File: src/rtl/apb_spi_pkg.sv
// Shared register map, bit positions and FSM encoding for the APB SPI front end.
package apb_spi_pkg;

   // Word-aligned register offsets
   localparam logic [3:0] CTRL_A   = 4'h0;
   localparam logic [3:0] STATUS_A = 4'h4;
   localparam logic [3:0] TXDATA_A = 4'h8;
   localparam logic [3:0] RXDATA_A = 4'hC;

   // CTRL bit positions
   localparam int CTRL_EN   = 0;
   localparam int CTRL_MSB  = 1;
   localparam int CTRL_RXIE = 2;

   // STATUS bit positions
   localparam int ST_TX_EMPTY = 0;
   localparam int ST_TX_FULL  = 1;
   localparam int ST_RX_EMPTY = 2;
   localparam int ST_RX_FULL  = 3;
   localparam int ST_BUSY     = 4;
   localparam int ST_OVF      = 5;

   typedef enum logic {IDLE, ACTIVE} state_t;

endpackage

File: src/rtl/sync_fifo.sv
// Synchronous show-ahead FIFO with resettable storage and occupancy count.
module sync_fifo #(
   parameter int unsigned WIDTH = 8,
   parameter int unsigned DEPTH = 4
) (
   input  logic                     clk,
   input  logic                     arst,
   input  logic                     push,
   input  logic                     pop,
   input  logic [WIDTH-1:0]         wdata,
   output logic [WIDTH-1:0]         rdata,
   output logic                     full,
   output logic                     empty,
   output logic [$clog2(DEPTH):0]   count
);

   localparam int unsigned AW = $clog2(DEPTH);
   localparam logic [AW:0] FULL_CNT = (AW + 1)'(DEPTH);

   logic [WIDTH-1:0] mem [DEPTH];
   logic [AW-1:0]    wptr;
   logic [AW-1:0]    rptr;
   logic             do_push;
   logic             do_pop;

   // A push into a full FIFO is only possible when the head leaves the same cycle
   assign do_push = push & (~full | pop);
   assign do_pop  = pop & ~empty;

   // Storage, pointers and count
   always_ff @(posedge clk or posedge arst) begin
      if (arst) begin
         for (int i = 0; i < int'(DEPTH); i++) begin
            mem[i] <= '0;
         end
         wptr  <= '0;
         rptr  <= '0;
         count <= '0;
      end else begin
         if (do_push) begin
            mem[wptr] <= wdata;
            wptr      <= wptr + 1'b1;
         end
         if (do_pop) begin
            rptr <= rptr + 1'b1;
         end
         case ({do_push, do_pop})
            2'b10:   count <= count + 1'b1;
            2'b01:   count <= count - 1'b1;
            default: count <= count;
         endcase
      end
   end

   assign rdata = mem[rptr];
   assign full  = (count == FULL_CNT);
   assign empty = (count == '0);

endmodule

File: src/rtl/apb_spi_ctrl.sv
// APB register front end feeding TX/RX FIFOs around a CPOL=1/CPHA=1 SPI byte engine.
module apb_spi_ctrl #(
   parameter int unsigned FIFO_DEPTH = 4
) (
   input  logic        clk,
   input  logic        arst,
   input  logic        psel,
   input  logic        penable,
   input  logic        pwrite,
   input  logic [3:0]  paddr,
   input  logic [31:0] pwdata,
   output logic [31:0] prdata,
   output logic        pready,
   output logic        pslverr,
   output logic [7:0]  byte_2_send,
   input  logic [7:0]  byte_received,
   input  logic        end_trans,
   output logic        ena_spi,
   output logic        msb_lsb,
   output logic        irq
);
   import apb_spi_pkg::*;

   localparam int unsigned CW = $clog2(FIFO_DEPTH) + 1;

   logic          wr;
   logic          rd;
   logic [3:0]    addr;
   logic          en_q;
   logic          msb_q;
   logic          rxie_q;
   logic          ovf_q;
   logic          ctrl_we;
   logic          ovf_clr;
   logic          ovf_set;
   logic          st_wr_bad;
   logic          busy;
   state_t        state_q;
   state_t        state_d;

   logic          tx_push, tx_pop, tx_full, tx_empty;
   logic [CW-1:0] tx_count;
   logic [CW-1:0] tx_left;
   logic [7:0]    tx_head;
   logic          rx_push, rx_pop, rx_full, rx_empty;
   logic [CW-1:0] rx_count;
   logic [7:0]    rx_head;
   logic          unused;

   assign wr        = psel & penable & pwrite;
   assign rd        = psel & penable & ~pwrite;
   assign addr      = {paddr[3:2], 2'b00};
   assign st_wr_bad = |{pwdata[31:6], pwdata[4:0]};
   assign busy      = (state_q == ACTIVE);
   assign unused    = ^{paddr[1:0], rx_count};

   sync_fifo #(.WIDTH(8), .DEPTH(FIFO_DEPTH)) u_tx_fifo (
      .clk   (clk),
      .arst  (arst),
      .push  (tx_push),
      .pop   (tx_pop),
      .wdata (pwdata[7:0]),
      .rdata (tx_head),
      .full  (tx_full),
      .empty (tx_empty),
      .count (tx_count)
   );

   sync_fifo #(.WIDTH(8), .DEPTH(FIFO_DEPTH)) u_rx_fifo (
      .clk   (clk),
      .arst  (arst),
      .push  (rx_push),
      .pop   (rx_pop),
      .wdata (byte_received),
      .rdata (rx_head),
      .full  (rx_full),
      .empty (rx_empty),
      .count (rx_count)
   );

   // APB decode: read mux, write strobes and error response
   always_comb begin
      prdata  = '0;
      pslverr = 1'b0;
      tx_push = 1'b0;
      rx_pop  = 1'b0;
      ctrl_we = 1'b0;
      ovf_clr = 1'b0;
      if (psel && !pwrite) begin
         case (addr)
            CTRL_A:   prdata = {29'b0, rxie_q, msb_q, en_q};
            STATUS_A: prdata = {26'b0, ovf_q, busy, rx_full, rx_empty, tx_full, tx_empty};
            RXDATA_A: prdata = rx_empty ? 32'b0 : {24'b0, rx_head};
            default:  prdata = '0;
         endcase
      end
      if (wr) begin
         case (addr)
            CTRL_A:   ctrl_we = 1'b1;
            STATUS_A: begin
               if (st_wr_bad) pslverr = 1'b1;
               else           ovf_clr = pwdata[ST_OVF];
            end
            TXDATA_A: begin
               if (tx_full) pslverr = 1'b1;
               else         tx_push = 1'b1;
            end
            default:  pslverr = 1'b1;
         endcase
      end
      if (rd && addr == RXDATA_A) begin
         if (rx_empty) pslverr = 1'b1;
         else          rx_pop  = 1'b1;
      end
   end

   // TX occupancy once this cycle's engine pop and APB push have both landed
   assign tx_left = tx_count - CW'(1) + CW'(tx_push);

   // Control FSM: keeps the engine enabled while bytes remain and EN holds
   always_comb begin
      state_d = state_q;
      tx_pop  = 1'b0;
      rx_push = 1'b0;
      case (state_q)
         IDLE: begin
            if (en_q && !tx_empty) state_d = ACTIVE;
         end
         ACTIVE: begin
            if (end_trans) begin
               tx_pop  = 1'b1;
               rx_push = 1'b1;
               if (tx_left == '0 || !en_q) state_d = IDLE;
            end
         end
         default: state_d = IDLE;
      endcase
   end

   assign ovf_set = rx_push & rx_full & ~rx_pop;

   // FSM state register
   always_ff @(posedge clk or posedge arst) begin
      if (arst) state_q <= IDLE;
      else      state_q <= state_d;
   end

   // CTRL register; bit order is frozen while a burst is running
   always_ff @(posedge clk or posedge arst) begin
      if (arst) begin
         en_q   <= 1'b0;
         msb_q  <= 1'b1;
         rxie_q <= 1'b0;
      end else if (ctrl_we) begin
         en_q   <= pwdata[CTRL_EN];
         rxie_q <= pwdata[CTRL_RXIE];
         if (!busy) msb_q <= pwdata[CTRL_MSB];
      end
   end

   // Sticky RX overflow flag; a new overflow beats a same-cycle clear
   always_ff @(posedge clk or posedge arst) begin
      if (arst)         ovf_q <= 1'b0;
      else if (ovf_set) ovf_q <= 1'b1;
      else if (ovf_clr) ovf_q <= 1'b0;
   end

   assign ena_spi     = busy;
   assign msb_lsb     = msb_q;
   assign byte_2_send = tx_head;
   assign pready      = 1'b1;
   assign irq         = (rxie_q & ~rx_empty) | ovf_q;

endmodule

File: config.mk
export PLATFORM = sky130hd
export DESIGN_NAME = apb_spi_ctrl
export DESIGN_NICKNAME = d
export VERILOG_FILES = /design/src/rtl/apb_spi_pkg.sv /design/src/rtl/sync_fifo.sv /design/src/rtl/apb_spi_ctrl.sv
export SDC_FILE = /design/constraint.sdc
export NUM_CORES = 1
export LEC_CHECK = 0
export CAP_MARGIN = 20
export CORE_ASPECT_RATIO = 1.5
export CORE_MARGIN = 3
export CORE_UTILIZATION = 53
export CTS_BUF_LIST = sky130_fd_sc_hd__clkbuf_2
export DETAILED_ROUTE_END_ITERATION = 10
export GPL_TIMING_DRIVEN = 0
export PLACE_DENSITY = 0.83
export SLEW_MARGIN = 20
export SYNTH_ARGS = -nofsm -noshare
export SYNTH_HDL_FRONTEND = slang
export SYNTH_SLANG_ARGS = --single-unit
File: constraint.sdc
create_clock -name clk -period 3.9 [get_ports clk]
set_input_delay 0.78 -clock clk [delete_from_list [all_inputs] [get_ports clk]]
set_output_delay 0.78 -clock clk [all_outputs]
set_load 0.03 [all_outputs]
# Word-level counts from Yosys, hierarchy flattened
# Index checks and enable logic that the tools add are counted.
[op_classes]
addsub = 9
order_cmp = 6
eq_ne = 9
reduce_logical = 18
bitwise = 24
mux = 41
[op_table]
columns = ["cell", "n"]
rows = [
  ["$bwmux W32", 2],
  ["$mux W8", 7],
  ["$bmux W8 S2", 2],
  ["$demux W8 S2", 2],
  ["$mux W32", 1],
  ["$reduce_or A31 Y1", 1],
  ["$pmux W8 S3", 1],
  ["$mux W1", 22],
  ["$ge A3 B3 Y1 const B", 4],
  ["$not A2 Y3", 4],
  ["$pmux W3 S2", 2],
  ["$and A1 B1 Y1", 10],
  ["$logic_not A3 Y1", 3],
  ["$add A2 B1 Y2 const B", 4],
  ["$eq A2 B2 Y1 const B", 4],
  ["$not A1 Y1", 7],
  ["$add A3 B1 Y3 const B", 2],
  ["$eq A2 B1 Y1 const B", 3],
  ["$eq A3 B3 Y1 const B", 2],
  ["$lt A3 B1 Y1 const B", 2],
  ["$reduce_bool A2 Y1", 3],
  ["$sub A3 B1 Y3 const B", 2],
  ["$logic_and A1 B1 Y1", 5],
  ["$logic_not A4 Y1", 1],
  ["other kinds (7)", 11],
]
[totals]
inputBits = 50
register_bits = 83
wordCells = 126
output_inout_bits = 45

# Longest topological paths before layout
# Gate-level depths: netlist of the first run.
[depth]
word_depth = 10
depth_mapped = 11
ltp_nobuf = 10

# Cells and area by module
# A second synthesis of the first run with hierarchy kept.
[hier_totals]
hier_cells = 338
hier_area_um2 = 4399.2
[by_module_without_submodules]
columns = ["module", "instances", "area_each_um2", "cells_per_inst", "seq_area_each_um2"]
rows = [
  ["sync_fifo", 2, 1805.5, 116, 975.9],
  ["apb_spi_ctrl", 1, 788.3, 106, 126.4],
]

# Least setup slack after synthesis of the first run
# Ideal clock, no wire load.
[synth_timing]
path_type = "in2out"
start = "input paddr[2]"
end = "output prdata[2]"
cell_stages = 4
n_path_buf = 1
t_required_ps = 3120
slack_ps = 1192
arrival_time_ps = 1928
cell_sequence = "clkbuf_1 > mux2i_1 > or2_2 > a21oi_1"
[synth_between]
elab_chain_len = 3
word_cells_on_any_way = 5
classes_between = "2 x eq/ne; 2 x mux; 1 x reduce/logical"
[synth_lines]
columns = ["element", "line", "rtl"]
rows = [
  ["from (decl)", "apb_spi_ctrl.sv:10", "input logic [3:0] paddr,"],
  ["$eq A2 B2 Y1 (tied with other cells)", "apb_spi_ctrl.sv:90", "case (addr)"],
  ["$pmux W8 S3 (*)", "apb_spi_ctrl.sv:90", ""],
  ["$mux W32 (*)", "apb_spi_ctrl.sv:89", "if (psel && !pwrite) begin"],
  ["to (decl)", "apb_spi_ctrl.sv:12", "output logic [31:0] prdata,"],
]
# Every way passes the cells marked *; elsewhere a longest branch is shown, timed or not.

# Final worst setup path of the first run
# Ends and elaborated chain as after synthesis.

==> results summary, run 1 <==
The overall die height is 116.6 um. Setup repair after global routing left no endpoint under its margin. The buffer cell driving the clock tree root is sky130_fd_sc_hd__clkbuf_2. The pin count of the biggest net entering global routing came out at 52. Of the post-synthesis cell area, the part taken by muxes is 0.2677.

The final setup TNS is 0 ps. The buffer levels on the longest clock path came out at 2. The number of pins with negative max-slew slack in the final report is 0. The fraction of the yosys area taken by sequential cells came out at 0.4812. The routed length per placed instance came out at 16.28 um.

After the first detailed-routing iteration, the DRC count stood at 111. The final standard cell utilization of the core came out at 0.6917. The number of ports placed on the die boundary came out at 95. The number of iterations in the first detailed-routing pass is 4.

Sorting the synthesized cells by how often they occur yields sky130_fd_sc_hd__dfrtp_1 (82), sky130_fd_sc_hd__mux2_2 (67), sky130_fd_sc_hd__buf_4 (25). The simple-gate area share of the yosys netlist came out at 0.08314. For this configuration, the core starts out at a cell density of 0.5567. The share of synthesized cell area in full adder, half adder and majority cells is 0.04809.

In the routed layout, each cell is associated on average with a via count of 5.259. CTS built an H-tree with a depth of 3. The worst path arrival time came out at 2970 ps. The number of buffers inserted by port buffering came out at 67. The via count of the first global-routing pass came out at 3014. The number of register bits inferred by synthesis is 83. The estimated wirelength of the detail-placed design came out at 6710 um. The placeable core region came out at 0.007759 sq mm. The detailed-route DRC error count is 0. The count of inserted antenna diode cells is 0.

The gate count after technology mapping is 335. The worst hold margin is 513.3 ps. The achievable clock frequency is 266.6 MHz.

The fraction of the mapped netlist area in compound gates came out at 0.02723. The wire length of the first global-routing pass came out at 14660 um. The count of buffers added by post-CTS timing repair for setup is 0. The final count of negative-setup-slack endpoints is 0. The average cell area after synthesis came out at 12.89 sq um. The flow ran to the end, and the final reports show no timing, DRC or antenna violations.

The number of non-filler instances in the completed layout is 544. The largest total area in the synthesized netlist belongs to sky130_fd_sc_hd__dfrtp_1. The setup skew after layout is 20.84 ps. STA puts the critical path data required time at 3120 ps.

The total wire length is 8854 um. The sum of internal, switching and leakage power is 3.483 mW. The clock edge transition at the registers on the reported setup and hold paths came out at 200 ps. Along the worst path, the maximum fanout reaches 10. The filler cell count in the final layout came out at 561. The clock drives 83 sinks.

The post-synthesis share of cell area spent on xor and xnor gates came out at 0.02839. The overall routing resource usage came out at 0.2095. The total placed cells including tap cells is 528. The final estimated routing congestion in global placement is 0.7645. The placement row count came out at 39. The layout cell share with drive strength beyond 1 is 0.3077. The worst hold path belongs to the class flip-flop to flip-flop. The CTS buffer count came out at 9.

The count of hold-fix buffers inserted at cts is 0. The total count of hold-check failures in the final report is 0. The worst IR drop on VDD came out at 0.0004197 V. The full die area came out at 0.009291 sq mm. The clock tree from TritonCTS is built.

The number of synthesized flops with an enable pin came out at 0. The worst setup path is launched from a primary input. Headroom to the max-slew limit came out at 0.5980.

The die span in x is 79.71 um. The number of warnings printed during yosys synthesis came out at 0. The synthesized netlist contains 39 unique library cells.

The area growth from synthesis to layout is 24.25%. The actual transition at the worst max-transition pin is 603.0 ps. The number of gates given a new drive strength after cts is 0.

The final period utilization came out at 0.9617. The predominant post-synthesis flop cell is sky130_fd_sc_hd__dfrtp_1. The remaining global-route overflow is 0.

The number of nets with antenna violations after routing came out at 0. The initial antenna violation count came out at 0. The leakage power is 2.428 nW. By instance count, the leading cell after synthesis is sky130_fd_sc_hd__dfrtp_1. The largest family of logic cells by synthesized area is multiplexers. The clock latency of the later-clocked register in the worst-skew pair is 530 ps. After synthesis, the cell types taking the most area are sky130_fd_sc_hd__dfrtp_1 (48%), sky130_fd_sc_hd__mux2_2 (17%), sky130_fd_sc_hd__mux4_2 (8.3%), sky130_fd_sc_hd__buf_4 (4.3%), sky130_fd_sc_hd__ha_1 (4.3%). The setup path with the least slack is of type primary input to primary output. The net count of the finished layout came out at 503.

The share of synthesized registers carrying an async set or reset came out at 1.000. Counting I/O delays and the setup requirement, the final critical path takes 3751 ps. Max-cap violations in this run came to 0. The power density over cell area is 649.1 mW/mm^2.

The fraction of synthesized cell area taken by the top area cell type came out at 0.4751. The mapped cell area came out at 0.004319 sq mm. The final route contains 2861 vias. The capturing element type of the critical path is a primary output.
[final cells by class]
class                           instances  area [sq um]  area share
Multi-Input combinational cell        229          2057      0.3833
Clock buffer                           11         55.05     0.01026
Clock inverter                          5         77.57     0.01446
Inverter                               13         51.30    0.009559
Buffer                                 33         221.5     0.04127
Tap cell                              102         127.6     0.02378
Timing Repair Buffer                   68         698.2      0.1301
Sequential cell                        83          2078      0.3873
[final timing paths]
check | startpoint | slack (ps) | cells past startpoint | end
setup / recovery | paddr[2] | 150 | 6 | prdata[2]
hold / removal | u_rx_fifo.mem[6] | 510 | 1 | u_rx_fifo.mem[6]
setup reg to reg | u_rx_fifo.count[1] | 1420 | 9 | u_rx_fifo.count[2]
hold reg to reg | u_rx_fifo.mem[6] | 510 | 1 | u_rx_fifo.mem[6]
max in group asynchronous | arst | 2710 | 3 | msb_lsb
min in group asynchronous | arst | 580 | 2 | u_tx_fifo.mem[9]
[sequential cells by signal, indices dropped and copies added, names as in the netlist, 2 cells and up]
register and flops:
u_tx_fifo.rptr 2, u_rx_fifo.mem 32, u_tx_fifo.mem 32, u_rx_fifo.rptr 2
u_rx_fifo.wptr 2, u_tx_fifo.count 3, u_rx_fifo.count 3, u_tx_fifo.wptr 2
[cell families (layout without fill, tap and decap cells)]
logic type | Yosys count | in the layout
other cells | 2 | 25
buf+inv | 46 | 130
fa+ha+maj | 16 | 16
xor+xnor | 14 | 14
mux | 87 | 87
simple gates | 69 | 69
compound gates | 18 | 18
flops | 83 | 83
[power breakdown]
part	switching, mW	total, mW	internal, mW
clock	0.281	0.496	0.215
combinational	0.712	1.54	0.829
sequential	0.218	1.45	1.23
[critical path, cell delays in order]
cell                              delay, ps
sky130_fd_sc_hd__clkdlybuf4s50_1        520
sky130_fd_sc_hd__clkbuf_1               380
sky130_fd_sc_hd__mux2i_1                120
sky130_fd_sc_hd__or2_2                  280
sky130_fd_sc_hd__a21oi_1                190
sky130_fd_sc_hd__clkdlybuf4s50_1        700
[per-stage QoR]
stage               cell area, sq um  setup slack, ps
floorplan                       4405            984.9
global placement                5204           -247.7
detailed placement              5234            161.0
CTS                             5366            142.7
global route                    5366            11.59
finish                          5366            149.5
[metal layers]
metal  track usage  routed length (um)  part of all wire
met5             0                   0                 0
met2        0.3854                4862              0.55
met3       0.04012                 376             0.042
met1        0.2397                3473              0.39
met4       0.07569                 142             0.016
[cells in the final DEF (no fill, tap or decap), types with 2 or more instances in the layout]
cell type                          n
sky130_fd_sc_hd__and3_1            5
sky130_fd_sc_hd__dfrtp_1          82
sky130_fd_sc_hd__mux4_2           16
sky130_fd_sc_hd__mux2i_1           3
sky130_fd_sc_hd__inv_1            12
sky130_fd_sc_hd__conb_1           25
sky130_fd_sc_hd__nand2b_1          4
sky130_fd_sc_hd__nand4_1           3
sky130_fd_sc_hd__xor2_1            5
sky130_fd_sc_hd__a21oi_1           7
sky130_fd_sc_hd__a31oi_1           3
sky130_fd_sc_hd__clkinv_2          2
sky130_fd_sc_hd__clkdlybuf4s50_1  67
sky130_fd_sc_hd__nor2_1            9
sky130_fd_sc_hd__o21ai_0           3
sky130_fd_sc_hd__mux2_2           67
sky130_fd_sc_hd__buf_2             3
sky130_fd_sc_hd__clkbuf_2         11
sky130_fd_sc_hd__bufinv_16         2
sky130_fd_sc_hd__clkbuf_1          4
sky130_fd_sc_hd__ha_1             15
sky130_fd_sc_hd__nor4_1            8
sky130_fd_sc_hd__nor2_2            4
sky130_fd_sc_hd__nor3_1            3
sky130_fd_sc_hd__nand3_1           5
sky130_fd_sc_hd__buf_4            25
sky130_fd_sc_hd__nor2b_1           5
sky130_fd_sc_hd__nand2_1          18
sky130_fd_sc_hd__xnor2_1           9
Note: power is estimated with default switching activity, not from simulation.
==> inputs of run 2 (changes only) <==
- SYNTH_HIERARCHICAL: unset -> 1
==> run 2 against run 1 <==
Synthesized area up 1.9%. Global-route usage down 1.1 points. Synthesized cell count up 0.90%. Sequential share of layout area down 0.29 points. Clock power down 30%. Count of clock-buffer cells in the layout unchanged. Setup slack better by 200 ps. Non-clock buffer count down 2.
==> results summary, run 2 <==
TritonCTS built the clock tree. Ranked by instance count, the synthesized netlist is headed by sky130_fd_sc_hd__dfrtp_1 (82), sky130_fd_sc_hd__mux2_2 (64), sky130_fd_sc_hd__buf_4 (25). The final estimated routing congestion in global placement is 0.8317 (+8.8%). The leading cell type in the layout, fill and taps excluded is sky130_fd_sc_hd__dfrtp_1. The CTS buffer count is 9 (unchanged). The worst IR drop on VDD is 0.0004015 V (-4.4%). The gate count after technology mapping came out at 338 (+0.90%). The pin count of the biggest net entering global routing is 25 (-52%). The detailed-route DRC error count came out at 0 (unchanged). The total wire length is 8792 um (-0.70%). The initial core utilization was 0.5460 (-0.01072).

The routed length per placed instance came to 16.01 um (-1.6%). The placeable core region came to 0.008058 sq mm (+3.9%). The share of synthesized registers carrying an async set or reset is 1.000 (unchanged). The count of hold-fix buffers inserted at cts is 0 (unchanged). The fraction of the yosys area taken by sequential cells is 0.4724 (-0.008759).

The endpoint of the worst hold path is u_rx_fifo/mem[15]. The power density over cell area came out at 601.6 mW/mm^2 (-7.3%). The sum of internal, switching and leakage power is 3.252 mW (-6.6%).

The overall die height is 117.6 um (+0.88%). The number of iterations in the first detailed-routing pass is 4 (unchanged). The full die area is 0.009452 sq mm (+1.7%). The dominant cell by count in the synthesized netlist is sky130_fd_sc_hd__dfrtp_1.

The number of H-tree branching levels is 3 (unchanged). The filler cell count in the final layout came out at 612 (+9.1%). The worst hold path belongs to the class flip-flop to flip-flop. The violation count after the first detailed-route iteration came out at 103 (-7.2%). The mapped cell area came out at 0.004399 sq mm (+1.9%). The die span in x is 80.39 um (+0.85%). The via count of the first global-routing pass came out at 3070 (+1.9%). The total count of hold-check failures in the final report is 0 (unchanged). The biggest area contributor in the post-synthesis netlist is sky130_fd_sc_hd__dfrtp_1. The placement row count came to 40 (+2.6%). The average cell area after synthesis came out at 13.02 sq um (+0.95%). The actual transition at the worst max-transition pin came out at 649.7 ps (+46.72 ps).

The worst slew margin relative to its limit is 0.5635 (-0.03448). The cell depth of the worst hold path is 1 (unchanged). The number of register bits inferred by synthesis is 83 (unchanged). The clock latency of the later-clocked register in the worst-skew pair is 520 ps (about the same). The number of gates given a new drive strength after cts came out at 0 (unchanged).

The predominant post-synthesis flop cell is sky130_fd_sc_hd__dfrtp_1. The layout cell share with drive strength beyond 1 came to 0.3288 (+0.02114). The flow ran to the end, and the final reports show no timing, DRC or antenna violations. The critical path required time is 3120 ps (about the same). The depth of the worst register-to-register path is 12 (+3).

The overall routing resource usage came out at 0.1981 (-0.01145). The leakage power came out at 2.464 nW (+1.5%). The area growth from synthesis to layout is 22.90%. The clock edge transition at the registers on the reported setup and hold paths is 170 ps (-30 ps). The via count of the routed design is 2883 (+0.77%). The routed via count divided by cell count came out at 5.251 (-0.15%). Setup repair after global routing left no endpoint under its margin. The number of pins with negative max-slew slack in the final report is 0 (unchanged). The initial antenna violation count is 0 (unchanged).

The number of nets with antenna violations after routing came out at 0 (unchanged). The count of unique library cells instantiated by Yosys is 42 (+7.7%). Yosys attributes the largest share of cell area to sky130_fd_sc_hd__dfrtp_1 (47%), sky130_fd_sc_hd__mux2_2 (16%), sky130_fd_sc_hd__mux4_2 (8.2%), sky130_fd_sc_hd__buf_4 (4.3%), sky130_fd_sc_hd__ha_1 (3.4%). The highest fanout seen on the critical path came out at 6 (-4). The startpoint of the most critical register-to-register path is u_rx_fifo/count[0]. The remaining global-route overflow came out at 0 (unchanged). The worst setup path is captured at a primary output.

The number of warnings printed during yosys synthesis came out at 6 (+6). The final period utilization came to 0.9102 (-0.05146). The achievable clock frequency came out at 281.7 MHz (+5.7%). The count of inserted antenna diode cells came out at 0 (unchanged). The number of sinks driven by the clock tree came out at 83 (unchanged).

The number of ports placed on the die boundary is 95 (unchanged). In the final layout, the registers with the most flip-flops are u_rx_fifo/mem x32, u_tx_fifo/mem x32. The count of maximum capacitance violations is 0 (unchanged). The worst path arrival time came out at 2770 ps (-200 ps). The net count of the finished layout is 504 (+0.20%). The number of buffers inserted by port buffering is 66 (-1.5%). The worst register-to-register path ends at u_rx_fifo/count[2].

The slack of the worst reg-to-reg path is 510 ps (-910 ps). The time the final worst path needs with I/O delays and setup is 3550 ps (-200.7 ps). The count of buffers added by post-CTS timing repair for setup came out at 0 (unchanged). The final count of negative-setup-slack endpoints came out at 0 (unchanged). The setup path with the least slack is of type primary input to primary output.

The final setup TNS came out at 0 ps (unchanged). The fraction of synthesized cell area taken by the top area cell type is 0.4664 (-0.008648). The buffer cell driving the clock tree root is sky130_fd_sc_hd__clkbuf_2. The setup skew after layout is 23.14 ps (+2.302 ps). The worst setup path is launched from a primary input. The number of synthesized flops with an enable pin came out at 0 (unchanged). The wire length of the first global-routing pass came out at 14430 um (-1.6%). In the layout the commonest cells are sky130_fd_sc_hd__dfrtp_1 (82), sky130_fd_sc_hd__clkdlybuf4s50_1 (66), sky130_fd_sc_hd__mux2_2 (64), sky130_fd_sc_hd__buf_4 (25), sky130_fd_sc_hd__conb_1 (25). The buffer levels on the longest clock path was 2 (unchanged). The estimated wirelength of the detail-placed design came to 6840 um (+1.9%).

The startpoint identified for the worst hold timing path is u_rx_fifo/mem[15].
==> run 2: cell count changes after synthesis, sizes merged, moves of 3 or more <==
cell / before / now
nor2: 13 / 20
inv: 13 / 18
clkbuf: 4 / 0
nand3: 5 / 1
a31oi: 3 / 0
ha: 15 / 12
nand2: 18 / 15
nand2b: 4 / 1
or2b: 0 / 3
==> run 2: critical path: stages <==
cell and delay (ps):
sky130_fd_sc_hd__clkdlybuf4s50_1 540, sky130_fd_sc_hd__nor4_1 390, sky130_fd_sc_hd__nand4_1 220, sky130_fd_sc_hd__nor2_1 150, sky130_fd_sc_hd__o31ai_1 90, sky130_fd_sc_hd__clkdlybuf4s50_1 610
==> run 2: cell type report <==
type / instances / area, sq um / share of cell area
multi-input combinational: 229 / 2118 / 0.3918
clock buffer: 11 / 55.05 / 0.01018
tap: 105 / 131.4 / 0.02430
inverter: 18 / 67.56 / 0.01250
timing repair buffer: 68 / 715.7 / 0.1324
sequential: 83 / 2078 / 0.3844
buffer: 31 / 221.5 / 0.04096
clock inverter: 4 / 18.77 / 0.003471
==> run 2: cell families (layout without fill, tap and decap cells) <==
kind of cell,Yosys count,after routing,synth area share
flops,83,83,0.4724
mux,89,89,0.2673
compound gates,17,17,0.02503
simple gates,71,71,0.09869
buf+inv,49,132,0.06570
fa+ha+maj,14,14,0.04323
xor+xnor,13,13,0.02588
other cells,2,25,0.001707
==> run 2: metal layers <==
metal	track usage	share of wire	vias up
met5	0	0	-
met4	0.07400	0.021	0
met2	0.3413	0.54	82
met1	0.2367	0.39	1434
li1	-	-	1349
met3	0.04518	0.050	18
==> run 2: power breakdown <==
group          total [mW]  switching [mW]  internal [mW]
combinational        1.47           0.666          0.800
sequential           1.44           0.228           1.21
clock               0.348           0.267         0.0809
==> run 2: worst max-delay path by stage <==
stage	startpoint	end	slack (ps)	depth (start not counted)
6_report	pwdata[0]	pslverr	350	6
5_1_grt	u_rx_fifo/count[0]	pslverr	210	6
4_1_cts	pwdata[0]	pslverr	330	6
3_5_place_dp	paddr[3]	u_rx_fifo/count[2]	280	12
3_3_place_gp	paddr[3]	u_rx_fifo/count[2]	320	12
2_1_floorplan	u_rx_fifo/count[0]	u_rx_fifo/count[2]	960	12
==> run 2: per-stage QoR <==
step	instance area (sq um)	setup WS, ps	std cells	hold slack (ps)	util
floorplan	4486	964.8	361	453.2	-
global placement	5278	318.4	532	462.8	0.6550
detailed placement	5333	284.4	534	479.7	0.6618
CTS	5406	330.7	549	522.8	0.6710
global route	5406	210.0	549	528.9	0.6710
finish	5406	350.2	549	526.9	0.6710
==> inputs of run 3 (changes only) <==
- CORE_MARGIN: 3 -> 2
- CTS_CLUSTER_DIAMETER: unset -> 30
==> run 3 against run 2 <==
Largest power group unchanged. Power increased by 7.5%. Final cell count unchanged. Sequential cell count did not move. Final area rose by 0.97%. Sequential power about the same. Largest cell class unchanged. Critical endpoint unchanged. Count of clock-buffer cells in the layout fell by 2. Clock power grew 65%. Sequential share of layout area is 0.37 points lower. Die area decreased by 4.1%. Non-clock buffer count is 1 lower.
==> results summary, run 3 (same netlist as run 2, synthesis figures left out) <==
The run finished with clean final reports. The filler cell count in the final layout came to 601 (-1.8%). TritonCTS built the clock tree. The routed via count divided by cell count is 5.215 (-0.69%). The register area came to 0.002078 sq mm (unchanged). The buffer levels on the longest clock path came out at 2 (unchanged). The overall die height is 115.6 um (-1.7%).

The total wire length came out at 9004 um (+2.4%). The full die area came out at 0.009060 sq mm (-4.1%). The count of buffers added by post-CTS timing repair for setup came out at 0 (unchanged). The largest registers in the layout are u_rx_fifo/mem x32, u_tx_fifo/mem x32. The worst hold margin is 467.3 ps (-59.56 ps). The die span in x is 78.39 um (-2.5%).

The estimated wirelength of the detail-placed design is 6832 um (-0.12%). The layout cell share with drive strength beyond 1 came out at 0.3288 (unchanged). The initial antenna violation count is 0 (unchanged). The via count of the routed design came out at 2863 (-0.69%). The number of iterations in the first detailed-routing pass is 4 (unchanged). The total count of hold-check failures in the final report came out at 0 (unchanged). The type of the worst min-delay path is primary input to async pin. The cell area after placement came out at 0.005298 sq mm (-0.66%). The final standard cell utilization of the core is 0.6775 (+0.006521). The highest fanout seen on the critical path came out at 6 (unchanged). The final count of negative-setup-slack endpoints came out at 0 (unchanged). The worst path arrival time is 2730 ps (-40 ps). The leakage power is 2.483 nW (+0.75%). The count of maximum capacitance violations came out at 0 (unchanged). The detailed-route DRC error count is 0 (unchanged).

The placeable core region is 0.008058 sq mm (unchanged). In this design, the critical path's most frequently occurring cell is sky130_fd_sc_hd__clkdlybuf4s50_1. The signal on the critical path passes through clkdlybuf4s50_1, nor4_1, nand4_1, nor2_1, o31ai_1, clkdlybuf4s50_1. The area occupied by multi-input gates came out at 0.002118 sq mm (unchanged). The critical path required time was 3120 ps (about the same). The overall routing resource usage was 0.2136 (+0.01558).

The number of ports placed on the die boundary is 95 (unchanged). The number of buffers inserted by port buffering came out at 66 (unchanged). The pin count of the biggest net entering global routing is 40 (+60%). The final estimated routing congestion in global placement is 0.8195 (-1.5%). The placement row count is 40 (unchanged).

The buffer cell driving the clock tree root is sky130_fd_sc_hd__clkbuf_2. The via count of the first global-routing pass came out at 2974 (-3.1%). The number of nets with antenna violations after routing came out at 0 (unchanged).

The number of H-tree branching levels is 3 (unchanged). The count of hold-fix buffers inserted at cts came out at 0 (unchanged). The worst slew margin relative to its limit came out at 0.4663 (-0.09728). The number of gates given a new drive strength after cts came to 0 (unchanged).

The kind of start point of the critical path is a primary input. The routed length per placed instance is 16.40 um (+2.4%). The number of sinks driven by the clock tree came out at 83 (unchanged). The growth of design area from synthesis to finish came out at 24.09%.

The final setup TNS is 0 ps (unchanged). The achievable clock frequency is 284.6 MHz (+1.0%). For this design, the slowest cell found on the critical path is sky130_fd_sc_hd__clkdlybuf4s50_1.

The clock edge transition at the registers on the reported setup and hold paths was 210 ps (+40 ps). The violation count after the first detailed-route iteration is 89 (-14%). The worst setup path is of the primary input to primary output kind. The wire length of the first global-routing pass is 14650 um (+1.5%).

The total placed cells including tap cells came to 533 (-0.19%). The remaining global-route overflow is 0 (unchanged). The count of inserted antenna diode cells was 0 (unchanged). The initial core utilization is 0.5460 (unchanged). The final period utilization was 0.9011 (-0.009129). The worst IR drop on VDD is 0.0004051 V (+0.91%). The final non-filler cell area came out at 0.005459 sq mm (+0.97%).

The largest stage delay on the critical path came out at 620 ps (about the same). The number of pins with negative max-slew slack in the final report came out at 0 (unchanged). The net count of the finished layout came out at 503 (-0.20%). The power density over cell area is 640.3 mW/mm^2 (+6.4%). Setup repair after global routing left no endpoint under its margin.

The time the final worst path needs with I/O delays and setup came out at 3514 ps (-35.60 ps). The CTS buffer count came out at 9 (unchanged). The actual transition at the worst max-transition pin is 799.5 ps (+149.8 ps). The clock latency of the later-clocked register in the worst-skew pair came out at 540 ps (+20 ps).

The number of non-filler instances in the completed layout was 549 (unchanged). In the layout the commonest cells are sky130_fd_sc_hd__dfrtp_1 (82), sky130_fd_sc_hd__clkdlybuf4s50_1 (66), sky130_fd_sc_hd__mux2_2 (64), sky130_fd_sc_hd__buf_4 (25), sky130_fd_sc_hd__conb_1 (25). The capturing element type of the critical path is a primary output.

The setup skew after layout came out at 20.32 ps (-2.821 ps). The library cell used most frequently in the layout, excluding fill and tap cells, is sky130_fd_sc_hd__dfrtp_1.
run 3: cell types whose count changed in the layout (fill, tap and decap cells not counted):
cell                        previous run  this run
sky130_fd_sc_hd__buf_12                0         1
sky130_fd_sc_hd__bufinv_16             0         3
sky130_fd_sc_hd__clkbuf_2             11         9
sky130_fd_sc_hd__clkinv_2              3         1
sky130_fd_sc_hd__clkinv_4              0         2
sky130_fd_sc_hd__buf_16                2         0
run 3: per-layer routing:
layer,vias to the layer above,global-route usage,share of wire
li1,1349,-,-
met4,0,0.09825,0.017
met1,1422,0.2422,0.40
met2,76,0.3937,0.54
met5,-,0,0
met3,16,0.03427,0.042
run 3: final cells by class:
class | count | area share
multi-input cells | 229 | 0.3880
repair buffers | 67 | 0.1247
plain buffers | 31 | 0.04057
well taps | 105 | 0.02407
clock buffers | 9 | 0.008251
clock inverters | 7 | 0.02132
flip-flops and latches | 83 | 0.3807
inverters | 18 | 0.01238
run 3: through the flow:
| stage | total power [mW] | worst slack [ps] |
|---|---|---|
| finish | 3.495 | 385.8 |
| global route | 3.717 | 243.3 |
| CTS | 3.525 | 360.1 |
| detailed placement | 2.948 | 280.3 |
| global placement | 2.853 | 335.1 |
| floorplan | 2.513 | 964.8 |
run 3: power by group:
part           total [mW]  switching [mW]  internal [mW]  leakage (nW)
Clock               0.575           0.300          0.275        0.0935
Combinational        1.47           0.669          0.801          1.35
Sequential           1.45           0.239           1.21          1.04
Total                3.50            1.21           2.29          2.48
run 3: final timing paths:
kind / startpoint / to / slack, ps / depth (start not counted)
max in group asynchronous: arst / u_rx_fifo/mem[0] / 2640 / 2
worst max register to register: u_rx_fifo/count[0] / u_rx_fifo/count[2] / 580 / 12
min in group clk: u_tx_fifo/mem[23] / u_tx_fifo/mem[23] / 520 / 1
worst min-delay path: arst / u_tx_fifo/count[0] / 470 / 2
worst min register to register: u_tx_fifo/mem[23] / u_tx_fifo/mem[23] / 520 / 1
worst max-delay path: pwdata[1] / pslverr / 390 / 6
run 3: critical path: cells and delay by family:
kind / cells / cell delay [ps]
buffers and inverters: 2 / 1130
and+or+nand+nor: 3 / 750
AOI/OAI and AO/OA: 1 / 90
